===== src/rtl/traffic_light_ctrl_pkg.sv =====
// traffic_light_ctrl_pkg: state codes, lamp encodings and lamp decode shared by the intersection controller.
package traffic_light_ctrl_pkg;
   typedef enum logic [2:0] {
      A_GRN    = 3'd0,
      A_YEL    = 3'd1,
      RED_AB   = 3'd2,
      B_GRN    = 3'd3,
      B_YEL    = 3'd4,
      RED_BA   = 3'd5,
      PED_WALK = 3'd6
   } state_e;
   localparam logic [1:0] LAMP_GRN = 2'b00;
   localparam logic [1:0] LAMP_YEL = 2'b01;
   localparam logic [1:0] LAMP_RED = 2'b10;
   function automatic logic [1:0] lamp(input state_e s, input state_e grn, input state_e yel);
      return s == grn ? LAMP_GRN : s == yel ? LAMP_YEL : LAMP_RED;
   endfunction
endpackage


===== src/rtl/traffic_light_ctrl_phase_timer.sv =====
// traffic_light_ctrl_phase_timer: saturating phase timer with synchronous clear and async active-low reset.
module traffic_light_ctrl_phase_timer #(
   parameter int CNT_W = 4
) (
   input  logic             CLK,
   input  logic             RESETB,
   input  logic             i_clr,
   output logic [CNT_W-1:0] o_cnt
);
   logic [CNT_W-1:0] r_cnt;
   always_ff @(posedge CLK or negedge RESETB)
      if (!RESETB) r_cnt <= '0;
      else if (i_clr) r_cnt <= '0;
      else if (~&r_cnt) r_cnt <= r_cnt + 1'b1;
   assign o_cnt = r_cnt;
endmodule


===== src/rtl/traffic_light_ctrl.sv =====
// traffic_light_ctrl: timed two-road light controller with min/max green, clearance and pedestrian WALK.
module traffic_light_ctrl
   import traffic_light_ctrl_pkg::*;
#(
   parameter int CNT_W         = 4,
   parameter int MIN_GREEN_CYC = 4,
   parameter int MAX_GREEN_CYC = 12,
   parameter int YELLOW_CYC    = 3,
   parameter int ALL_RED_CYC   = 2,
   parameter int WALK_CYC      = 5
) (
   input  logic       CLK,
   input  logic       RESETB,
   input  logic       TA,
   input  logic       TB,
   input  logic       PED_REQ,
   output logic [1:0] LA,
   output logic [1:0] LB,
   output logic       WALK,
   output logic [2:0] STATE
);
   localparam int MAXV = 2 ** CNT_W - 1;
   if (MIN_GREEN_CYC < 1 || YELLOW_CYC < 1 || ALL_RED_CYC < 1 || WALK_CYC < 1 ||
       MAX_GREEN_CYC > MAXV || YELLOW_CYC > MAXV || ALL_RED_CYC > MAXV || WALK_CYC > MAXV ||
       MAX_GREEN_CYC <= MIN_GREEN_CYC) begin : g_bad_params
      $error("traffic_light_ctrl: illegal timing parameters");
   end
   localparam logic [CNT_W-1:0] MIN_T  = CNT_W'(MIN_GREEN_CYC - 1);
   localparam logic [CNT_W-1:0] MAX_T  = CNT_W'(MAX_GREEN_CYC - 1);
   localparam logic [CNT_W-1:0] YEL_T  = CNT_W'(YELLOW_CYC - 1);
   localparam logic [CNT_W-1:0] RED_T  = CNT_W'(ALL_RED_CYC - 1);
   localparam logic [CNT_W-1:0] WALK_T = CNT_W'(WALK_CYC - 1);
   state_e           r_state, w_nxt;
   logic [CNT_W-1:0] w_timer;
   logic             r_ped, r_nxt_b, w_enter_walk;
   traffic_light_ctrl_phase_timer #(.CNT_W(CNT_W)) u_timer (
      .CLK(CLK), .RESETB(RESETB), .i_clr(w_nxt != r_state), .o_cnt(w_timer)
   );
   always_comb begin
      w_nxt = r_state;
      case (r_state)
         A_GRN:    w_nxt = w_timer >= MIN_T && (r_ped || !TA || (TB && w_timer >= MAX_T)) ? A_YEL : A_GRN;
         A_YEL:    w_nxt = w_timer == YEL_T ? (r_ped ? PED_WALK : RED_AB) : A_YEL;
         RED_AB:   w_nxt = w_timer == RED_T ? B_GRN : RED_AB;
         B_GRN:    w_nxt = w_timer >= MIN_T && (r_ped || !TB || (TA && w_timer >= MAX_T)) ? B_YEL : B_GRN;
         B_YEL:    w_nxt = w_timer == YEL_T ? (r_ped ? PED_WALK : RED_BA) : B_YEL;
         RED_BA:   w_nxt = w_timer == RED_T ? A_GRN : RED_BA;
         PED_WALK: w_nxt = w_timer == WALK_T ? (r_nxt_b ? B_GRN : A_GRN) : PED_WALK;
         default:  w_nxt = A_GRN;
      endcase
   end
   assign w_enter_walk = w_nxt == PED_WALK && r_state != PED_WALK;
   // Outputs are decoded from the next state so they change on the same edge as r_state.
   always_ff @(posedge CLK or negedge RESETB)
      if (!RESETB) begin
         r_state <= A_GRN;
         r_ped   <= 1'b0;
         r_nxt_b <= 1'b1;
         LA      <= LAMP_GRN;
         LB      <= LAMP_RED;
         WALK    <= 1'b0;
         STATE   <= 3'd0;
      end else begin
         r_state <= w_nxt;
         r_ped   <= w_enter_walk ? 1'b0 : r_ped | (PED_REQ && r_state != PED_WALK);
         if (w_enter_walk) r_nxt_b <= r_state == A_YEL;
         LA      <= lamp(w_nxt, A_GRN, A_YEL);
         LB      <= lamp(w_nxt, B_GRN, B_YEL);
         WALK    <= w_nxt == PED_WALK;
         STATE   <= w_nxt;
      end
endmodule


===== config.mk =====
export PLATFORM = sky130hd
export DESIGN_NAME = traffic_light_ctrl
export DESIGN_NICKNAME = d
export VERILOG_FILES = /design/src/rtl/traffic_light_ctrl_pkg.sv /design/src/rtl/traffic_light_ctrl_phase_timer.sv /design/src/rtl/traffic_light_ctrl.sv
export SDC_FILE = /design/constraint.sdc
export NUM_CORES = 1
export LEC_CHECK = 0
export ABC_CLOCK_PERIOD_IN_PS = 4300
export BUFFER_PORTS_ARGS = -buffer_cell sky130_fd_sc_hd__buf_2
export CAP_MARGIN = 20
export CORE_MARGIN = 2
export CORE_UTILIZATION = 50
export DETAILED_ROUTE_END_ITERATION = 10
export HOLD_SLACK_MARGIN = 0.1
export PLACE_DENSITY = 0.78
export SETUP_SLACK_MARGIN = 0.3
export SYNTH_ARGS = -nofsm -noshare
export SYNTH_HDL_FRONTEND = slang
export SYNTH_HIERARCHICAL = 1
export SYNTH_SLANG_ARGS = --single-unit
export TNS_END_PERCENT = 5

===== constraint.sdc =====
create_clock -name CLK -period 4.3 [get_ports CLK]
set_clock_uncertainty 0.1 [all_clocks]
set_input_delay 0.43 -clock CLK [delete_from_list [all_inputs] [get_ports CLK]]
set_output_delay 0.43 -clock CLK [all_outputs]
set_load 0.005 [all_outputs]

After elaboration in Yosys (flattened, before gate mapping)
Index checks and enable logic that the tools add are counted.

storage, ports and cells
  register bits = 14
  latch bits = 0
  RAM bits = 0
  memory bits (read-only) = 0
  bits of input ports = 5
  output and inout port bits = 8
  word-level logic and storage cells = 60
  memories = 0

cells by class
  add/sub/neg operators = 1
  multipliers = 0
  divide/modulo/power cells = 0
  magnitude comparators = 2
  equality and inequality tests = 16
  shift operators = 0
  muxes and demuxes = 18
  bitwise logic cells = 1
  reduce and logical (&&, ||, !) cells = 15

operators by type and width
  operator                                                           number
  one-hot mux 3 bit (7 select lines)                                 1
  == test 3 bit, second input constant                               5
  two-way mux 3 bit                                                  5
  two-way mux 2 bit                                                  7
  == test 3 x 2 -> 1 bit, second input constant                      3
  two-way mux 4 bit                                                  2
  == test 3 x 1 -> 1 bit, second input constant                      2
  logical AND 1 bit                                                  6
  zero test 3 bit                                                    2
  adder 4 x 1 -> 4 bit, second input constant                        1
  == test 4 x 1 -> 1 bit, second input constant                      1
  == test 4 x 2 -> 1 bit, second input constant                      1
  == test 4 x 3 -> 1 bit, second input constant                      1
  greater-or-equal comparator 4 x 2 -> 1 bit, second input constant  1
  greater-or-equal comparator 4 bit, second input constant           1
  logical OR 1 bit                                                   4
  AND reduction 4 bit                                                1
  two-way mux 1 bit                                                  3
  inequality test 3 bit                                              1
  inequality test 3 bit, second input constant                       1
  zero test 1 bit                                                    2
  inequality test 2 x 1 -> 1 bit, second input constant              1
  OR 1 bit                                                           1

Depth between registers and ports, before layout
  depth after elaboration = 9
  gate-level depth with buffers = 8
  mapped depth without buffers = 7

By module
The synthesis kept the hierarchy.

by module, submodules not included
  module                          instances  cells each  area an instance (µm²)  sequential area each (µm²)
  traffic_light_ctrl              1          85          762.0                   252.7
  traffic_light_ctrl_phase_timer  1          19          209.0                   100.1

Worst setup path before layout
Ideal clock, no wire load.

  kind = flip-flop to flip-flop
  from = register u_timer.r_cnt[2] (netlist: u_timer/o_cnt[2])
  to = register u_timer.r_cnt[1] (netlist: u_timer/o_cnt[1])
  library setup time = 123 ps
  arrival = 2133 ps
  required time = 4077 ps
  slack = 1944 ps
  stages on the path, launching flop included = 9
  buffers on the path = 1
  clock period less this slack = 2356 ps
  path through = dfrtp_1 -> buf_6 -> nor4b_2 -> nor3b_1 -> a2111o_1 -> o311a_1 -> o21ai_1 -> nand2b_1 -> mux2i_1

between the ends
  longest elaborated chain between the ends = 8
  elaborated cells on any way between the ends = 23
  classes of those cells = order compare (2); eq/ne (5); mux (9); reduce/logical (7)

ends and longest elaborated chain
  what                                                                                  RTL line                                            text
  from (decl)                                                                           traffic_light_ctrl_phase_timer.sv:10                logic [CNT_W-1:0] r_cnt;
  from (signal assigned)                                                                traffic_light_ctrl_phase_timer.sv:14                else if (~&r_cnt) r_cnt <= r_cnt + 1'b1;
  greater-or-equal comparator 4 bit                                                     traffic_light_ctrl.sv:42, traffic_light_ctrl.sv:45
  logical AND 1 bit (on tied branches)                                                  traffic_light_ctrl.sv:45, traffic_light_ctrl.sv:42
  logical OR 1 bit (on tied branches)                                                   traffic_light_ctrl.sv:45, traffic_light_ctrl.sv:42
  logical AND 1 bit (on tied branches)                                                  traffic_light_ctrl.sv:45, traffic_light_ctrl.sv:42
  two-way mux 3 bit or two-way mux 1 bit (tied branches)                                traffic_light_ctrl.sv:45, traffic_light_ctrl.sv:42
  one-hot mux 3 bit (7 select lines)                                                    traffic_light_ctrl.sv:41                            case (r_state)
  inequality test 3 bit                                                                 traffic_light_ctrl.sv:37                            .CLK(CLK), .RESETB(RESETB), .i_clr(w_nxt != r_state), .o_cnt(w_timer)
  inequality test 2 x 1 -> 1 bit (no source line) or two-way mux 4 bit (tied branches)  n/a

Parallel ways exist; a longest one is shown, timed or not.
A chain may end at the register's enable or synchronous reset.

Worst setup path in the final report
Ends and elaborated chain as after synthesis.

==> qor.yml <==
status: "finished, final reports clean"
power.density_nw_per_um2: 685.1
hold_ws_ns: 0.2867
min_path_type: "input pin to register"
r2r_start: "u_timer/o_cnt[2]"
syn_to_final_growth_pct: 11.73
grt_setup_unrepaired: "no"
dp_hpwl_um: 1400
cts_tree: "built"
grt_max_degree: 19
synthesis.nets: 110
max-slew-margin-rel_pct: 66.63
antenna_found_initial: 0
slew_violations: 0
syn-mean-instance-area_um2: 9.336
grt_overflow: 0
viasPerCell: 5.873
clk_latency_ns: 0.28
cts_inserted_buffers: 3
grtUsageTotal_pct: 20.17
final_cell_mix: "dfrtp_1, buf_2, nor2_1, nor3_1"
grt_first_pass_wirelength_um: 3215
worstMarginPinSlew_ns: 0.5005
first_pass_iters: 4
die_h_um: 48.07
synth_edf_count: 0
hold_depth: 3
cp_max_fo: 16
cpPeakStageDelay_ns: 0.56
stdcell_count: 142
fmax_mhz: 391.2
cts_max_path_buffers: 2
seq_area_frac_synth_pct: 36.34
port_buffers: 12
fin_ws_ns: 1.744
num_io_pins: 13
leakagePower_nw: 0.4547
rrSetupSlack_ns: 1.74
synthTopCellsByArea: "dfrtp_1, dfstp_2, nor2b_1"
placed_cells: 137
setup_tns_ns: 0
drt-total-wl_um: 1941
fin_crit_sh_pct: 59.45
worst_path_max_delay_cell: "dfrtp_1"
die-area_um2: 2310
post-cts-setup-buffers: 0
rows: 15
crit_required_ns: 4.37
ant_nets: 0
min_from: "PED_REQ"
start_util_pct: 54.46
async_reset_ff_share_pct: 100.0
antenna_cells: 0
post_drt_wl_per_cell_um: 13.67
h-tree-depth: 1
synth_top_area_share_pct: 30.93
die_w_um: 48.07
crit_start: "u_timer/o_cnt[2]"
min_to: "r_ped"
critPathKind: "register to register"
grt_pass1_vias: 727
ys_seq_elements: 14
cts-root-buf: "clkbuf_4"
critPathLaunchType: "register"
clock_sinks: 14
finalSetupViolations: 0
drc: 0
gp_congestion: 0.9072
syn-instance-count: 104
ys_types: 49
post_cts_resized: 0
final_hold_viol_count: 0
yosys.area.top_type: "dfrtp_1"
synth-main-ff-cell: "dfrtp_1"
critPathCaptureType: "register"
preCtsSetupSlack_ns: 1.771
r2r-end: "u_timer/o_cnt[1]"
drt_iter0_markers: 12
timing.max_cap.violations: 0
ff2ff_path_depth: 7
cp.arrival_ns: 2.63
drive_above_1_share_pct: 25.64
yosysWarnings: 6
period_minus_slack_ns: 2.556
path_clk_slew_ns: 0.08
cp_cell_sequence: "nor4b_2 > nor3b_1 > a2111o_1 > o311a_1 > o21ai_1 > nand2b_1 > mux2i_1"
coreArea_um2: 1783
netlist_area_um2: 970.9
ctsHoldBuffers: 1
vias: 834
layout.nets: 124
ir_worst_vdd_mv: 0.4283
==> worst max-delay path: cells and delay by family (launching register included) <==
family | cells | cell delay, ns
DFF | 1 | 0.56
AOI/OAI and AO/OA | 3 | 1.08
muxes | 1 | 0.06
and+or+nand+nor | 3 | 0.64
==> metrics by stage <==
step | total power (W) | area [µm²] | utilization [%]
finish | 0.0007432 | 1085 | 60.84
global route | 0.0008089 | 1085 | 60.84
CTS | 0.0007476 | 1085 | 60.84
detailed placement | 0.0006483 | 1039 | 58.25
global placement | 0.0006415 | 1039 | 58.25
floorplan | 0.0005604 | 970.9 | -
==> sequential cells by signal, summed over array words and instances (netlist names) <==
register       count
r_nxt_b            1
r_ped              1
r_state            3
u_timer/o_cnt      4
LB                 2
WALK               1
LA                 2
==> cell type report <==
class	count	area, µm²
multi-input combinational	82	578.1
fill	154	698.2
clock buffer	4	36.28
tap	25	31.28
inverter	4	16.27
sequential	14	352.8
timing repair buffer	13	70.07
==> Yosys cell counts, types with 2 or more instances <==
cell type,instances
nor3b_1,2
nor2b_1,6
clkbuf_1,2
o21bai_1,2
a211oi_2,2
nand3_1,2
nand2b_1,3
o21ai_1,4
dfrtp_1,12
mux2i_1,2
dfstp_2,2
nor4bb_1,2
inv_1,3
nand2_1,6
nor3_1,7
a31oi_1,3
nor2_1,7
a21oi_1,5
o311a_1,2
==> kinds of logic after synthesis <==
kind of cell,after synthesis,synth area share (%)
AND/OR/NAND/NOR,48,31.19
adder cells (fa/ha/maj),1,1.288
flip-flops,14,36.34
buffers and inverters,8,4.123
multiplexers,2,2.062
AO/OA/AOI/OAI,31,25.00
==> how the worst max path moves through the flow <==
stage,end,slack (ns),cells past startpoint
2_1_floorplan,u_timer/o_cnt[1],1.94,8
3_3_place_gp,u_timer/o_cnt[1],1.83,7
3_5_place_dp,u_timer/o_cnt[1],1.77,7
4_1_cts,u_timer/o_cnt[1],1.76,7
5_1_grt,u_timer/o_cnt[1],1.61,7
6_report,u_timer/o_cnt[1],1.74,7
==> power by group <==
part	total (W)	internal, W	leakage (nW)	switching [W]
registers	0.000270	0.000178	0.170	0.0000913
clock network	0.0000932	0.0000515	0.0210	0.0000417
logic	0.000380	0.000185	0.264	0.000195
==> per-layer routing <==
layer  GRT usage (%)  vias up  part of all wire [%]
met4           6.486        0                  0.98
met1           30.31      385                    49
met2           29.33       23                    45
met3           3.774        3                   4.4
met5               0        -                     0
li1                -      423                     -
(Power assumes the default switching activity.)
